[src/rtl/wght_upd.sv]
// wght_upd: fixed-point weight update, w <= sat(w - sat((grad*lr) >>> FRAC)).
// Rev 1.0 - initial release.
`default_nettype none

module wght_upd #(
  parameter int               WIDTH  = 32,
  parameter int               FRAC   = 24,
  parameter logic [WIDTH-1:0] W_INIT = 32'h0100_0000
) (
  input  logic             clk,
  input  logic             rst,
  input  logic             i_start,
  input  logic [WIDTH-1:0] i_grad,
  input  logic [WIDTH-1:0] i_lr,
  input  logic             i_load,
  input  logic [WIDTH-1:0] i_w,
  output logic [WIDTH-1:0] o_w,
  output logic             o_busy,
  output logic             o_done,
  output logic             o_acc_clr
);

  localparam logic [1:0] ST_IDLE = 2'd0;
  localparam logic [1:0] ST_MULT = 2'd1;
  localparam logic [1:0] ST_SUB  = 2'd2;
  localparam logic [1:0] ST_DONE = 2'd3;

  localparam logic [WIDTH-1:0] MAX_VAL = {1'b0, {(WIDTH-1){1'b1}}};
  localparam logic [WIDTH-1:0] MIN_VAL = {1'b1, {(WIDTH-1){1'b0}}};

  logic [1:0]               state;
  logic [1:0]               nxt_state;
  logic signed [WIDTH-1:0]  grad;
  logic signed [WIDTH-1:0]  lr;
  logic [WIDTH-1:0]         prod;
  logic signed [2*WIDTH-1:0] full_prod;
  logic signed [2*WIDTH-1:0] shifted;
  logic [WIDTH-1:0]         prod_sat;
  logic [WIDTH:0]           diff;
  logic [WIDTH-1:0]         diff_sat;
  logic                     accept_load;
  logic                     accept_start;

  assign accept_load  = (state == ST_IDLE) && i_load;
  assign accept_start = (state == ST_IDLE) && !i_load && i_start;

  always_ff @(posedge clk or posedge rst) begin
    if (rst) state <= ST_IDLE;
    else     state <= nxt_state;
  end

  always_comb begin
    nxt_state = state;
    case (state)
      ST_IDLE: if (accept_start) nxt_state = ST_MULT;
      ST_MULT: nxt_state = ST_SUB;
      ST_SUB:  nxt_state = ST_DONE;
      ST_DONE: nxt_state = ST_IDLE;
      default: nxt_state = ST_IDLE;
    endcase
  end

  always_comb begin
    o_busy    = (state != ST_IDLE);
    o_done    = (state == ST_DONE);
    o_acc_clr = (state == ST_DONE);
  end

  // Arithmetic shift floors; the shifted value fits WIDTH bits only when its top WIDTH+1 bits agree.
  always_comb begin
    full_prod = grad * lr;
    shifted   = full_prod >>> FRAC;
    if (shifted[2*WIDTH-1:WIDTH-1] == {(WIDTH+1){shifted[2*WIDTH-1]}})
      prod_sat = shifted[WIDTH-1:0];
    else
      prod_sat = shifted[2*WIDTH-1] ? MIN_VAL : MAX_VAL;
  end

  always_comb begin
    diff = {o_w[WIDTH-1], o_w} - {prod[WIDTH-1], prod};
    if (diff[WIDTH] != diff[WIDTH-1])
      diff_sat = diff[WIDTH] ? MIN_VAL : MAX_VAL;
    else
      diff_sat = diff[WIDTH-1:0];
  end

  always_ff @(posedge clk or posedge rst) begin
    if (rst) begin
      o_w  <= W_INIT;
      grad <= '0;
      lr   <= '0;
      prod <= '0;
    end else begin
      if (accept_load) begin
        o_w <= i_w;
      end else if (accept_start) begin
        grad <= i_grad;
        lr   <= i_lr;
      end
      if (state == ST_MULT) prod <= prod_sat;
      if (state == ST_SUB)  o_w  <= diff_sat;
    end
  end

endmodule

`default_nettype wire

[config.mk]
export PLATFORM = sky130hd
export DESIGN_NAME = wght_upd
export DESIGN_NICKNAME = d
export VERILOG_FILES = /design/src/rtl/wght_upd.sv
export SDC_FILE = /design/constraint.sdc
export NUM_CORES = 2
export LEC_CHECK = 0
export CAP_MARGIN = 5
export CORE_MARGIN = 4
export CORE_UTILIZATION = 45
export CTS_CLUSTER_SIZE = 10
export DETAILED_ROUTE_END_ITERATION = 16
export MAX_ROUTING_LAYER = met4
export PLACE_DENSITY = 0.62
export RECOVER_POWER = 25
export SYNTH_ARGS = -nofsm -noshare
export SYNTH_HDL_FRONTEND = slang
export SYNTH_SLANG_ARGS = --single-unit
[constraint.sdc]
create_clock -name clk -period 20.9 [get_ports clk]
set_input_delay 4.18 -clock clk [delete_from_list [all_inputs] [get_ports clk]]
set_output_delay 4.18 -clock clk [all_outputs]
set_load 0.01 [all_outputs]
==> flow_metrics.env <==
export IMPL_dp_hpwl_mm=95.5
export IMPL_rsz0062_at_grt="no"
export IMPL_clock_latency_ns=0.52
export IMPL_die_w_um=319
export IMPL_routed_top_layer="met4"
export IMPL_period_share_pct=50.3
export IMPL_setup_viol=0
export IMPL_post_cts_buffers=0
export IMPL_period_minus_slack_ns=10.52
export IMPL_antenna_found_initial=0
export IMPL_r2r_start="grad[31]"
export IMPL_syn_instance_count=4584
export IMPL_crit_top_cell="fa_1"
export IMPL_startpoint="grad[31]"
export IMPL_htree_levels=4
export IMPL_worstHoldPathCells=1
export IMPL_netlist_area_sq_um=43500
export IMPL_reg2regPathDepth=26
export IMPL_num_rows=113
export IMPL_worstMarginPinSlew_ns=2.26
export IMPL_critPathRequiredTime_ns=21.27
export IMPL_reg2reg_slack_ns=10.38
export IMPL_synth_most_common_cell="fa_1"
export IMPL_yosys_area_top_type="fa_1"
export IMPL_ctsResizeCount=0
export IMPL_route_met2_wl_mm=61.4
export IMPL_die_h_um=319
export IMPL_synth_area_top_cells="fa_1, inv_1, dfrtp_1"
export IMPL_synth_cell_type_count=83
export IMPL_dr_first_iter_drc_count=1947
export IMPL_synth_edf_count=0
export IMPL_clockBufferDepth=2
export IMPL_finalSetupTns_ns=0
export IMPL_status="finished, violations left"
export IMPL_gr_total_overflow=0
export IMPL_gp_congestion=0.936
export IMPL_maxCapViolCount=2
export IMPL_nets=5965
export IMPL_async_flop_share_pct=100
export IMPL_synth_seq_area_share_pct=7.49
export IMPL_slowest_delay_ns=1.04
export IMPL_io_pins=135
export IMPL_slew_viol_final=69
export IMPL_reg2reg_to="prod[0]"
export IMPL_violations="max-capacitance violations, max-slew violations"
export IMPL_ys_flop_type="dfrtp_1"
export IMPL_grt_pass1_vias=34100
export IMPL_cts_sinks=130
export IMPL_postCtsHoldBufs=0
export IMPL_initial_core_util_pct=45.6
export IMPL_drc_errors=0
export IMPL_cts_buffers=17
export IMPL_coreArea_sq_um=95400
export IMPL_grt_pass1_wl_mm=192
export IMPL_synthesis_nets=5983
export IMPL_synth_common_cells="fa_1, inv_1, nand2_1"
export IMPL_end_kind="flip-flop"
export IMPL_cp_start_kind="flip-flop"
export IMPL_vias_per_cell=5.29
export IMPL_slew_headroom_pct=-51.5
export IMPL_drt_pass1_iterations=5
export IMPL_cp_max_fo=33
export IMPL_wl_met1_mm=47.1
export IMPL_cts_tree="done"
export IMPL_hold_path_class="reg -> reg"
export IMPL_clock_skew_ns=0.0213
export IMPL_vias=30900
export IMPL_grt_use_total_pct=25.0
export IMPL_drt_total_wl_mm=117
export IMPL_ctsRootBufferMaster="clkbuf_16"
export IMPL_ys_warn_count=0
export IMPL_portBuffers=134
export IMPL_die_area_sq_um=102000
export IMPL_cp_data_arrival_time_ns=10.89
export IMPL_layout_drive_gt1_share_pct=4.89
export IMPL_avgRoutedWirePerCell_um=20.0
export IMPL_route_met3_wl_mm=5.41
export IMPL_min_to="grad[20]"
export IMPL_syn_area_per_cell_sq_um=9.48
export IMPL_clkTransAtPathRegs_ns=0.08
export IMPL_synth_seq_cells=130
export IMPL_hold_start="grad[20]"
export IMPL_grt_max_degree=65
export IMPL_drtAntennaViolNets=0
export IMPL_synth_top_area_share_pct=49.8
export IMPL_finalHoldViolations=0
export IMPL_area_growth_pct=7.05
export IMPL_fmax_ghz=0.0951
export IMPL_crit_slowest_cell="dfrtp_1"
export IMPL_crit_type="reg -> reg"
-- flip-flops by register name, indices dropped and copies added, names as in the netlist --
| signal | flops |
|---|---|
| grad | 32 |
| lr | 32 |
| o_w | 32 |
| prod | 32 |
| state | 2 |
-- worst max-delay path: cells and delay by family, from the launching register on --
kind | cells | cell delay (ns)
xor+xnor | 1 | 0.45
simple gates | 2 | 0.34
fa+ha+maj | 9 | 5.18
compound gates | 7 | 1.80
buf+inv | 6 | 1.20
mux | 1 | 0.30
flops | 1 | 1.04
-- kinds of logic (layout without fill, tap and decap cells) --
group | Yosys count | count (layout) | synth area share, %
AND/OR/NAND/NOR | 1328 | 1328 | 15.2
adder cells (fa/ha/maj) | 1299 | 1299 | 56.1
buffers and inverters | 1255 | 1250 | 11.0
AO/OA/AOI/OAI | 413 | 413 | 6.57
flip-flops | 130 | 130 | 7.49
XOR/XNOR | 82 | 82 | 1.65
multiplexers | 77 | 77 | 1.97
other | 0 | 1 | 0
-- worst max-delay path by stage --
| stage | end | slack (ns) | cells after the start |
|---|---|---|---|
| 3_5_place_dp | prod[0] | 10.44 | 26 |
| 2_1_floorplan | prod[29] | 12.32 | 28 |
| 6_report | prod[0] | 10.38 | 26 |
| 5_1_grt | prod[0] | 9.68 | 26 |
| 3_3_place_gp | prod[0] | 10.58 | 26 |
| 4_1_cts | prod[0] | 10.39 | 26 |
-- metal layers --
metal | global-route usage [%] | up-vias
met5 | - | -
met1 | 31.6 | 16400
met2 | 43.0 | 780
met3 | 2.34 | 174
li1 | - | 13600
met4 | 7.05 | 0
-- final cells by class --
cell class	count	area (sq um)
flip-flops and latches	130	3260
multi-input cells	3199	35400
inverters	1014	3810
clock buffers	17	425
repair buffers	204	1860
diodes	1	2.50
fillers	9011	48900
clock inverters	15	168
well taps	1265	1580
-- per-stage QoR --
| stage | worst slack (ns) | utilization, % | hold slack, ns | cell area, sq um | cells |
|---|---|---|---|---|---|
| global route | 9.68 | 48.8 | 0.520 | 46500 | 5844 |
| detailed placement | 10.44 | 48.2 | 0.494 | 46000 | 5812 |
| CTS | 10.39 | 48.8 | 0.513 | 46500 | 5844 |
| floorplan | 12.32 | - | 0.494 | 43500 | 4584 |
| global placement | 10.58 | 48.2 | 0.490 | 46000 | 5812 |
| finish | 10.38 | 48.8 | 0.510 | 46500 | 5845 |
-- layout by cell type, fill, tap and decap left out, types with 24 or more instances in the layout --
cell type and instances:
fa_1 1082, inv_1 1012, nand2_1 561, and2_1 511, ha_1 215, clkdlybuf4s50_1 132
dfrtp_1 126, nor2_1 121, a21oi_1 91, o21ai_0 87, buf_4 69, mux2_2 64
xnor2_1 51, xor2_1 31, o22ai_2 30, a21o_1 29, o21ai_1 24
Power is not shown: default switching activity piles up to over one toggle a cycle in this logic, so the estimate is an artifact.
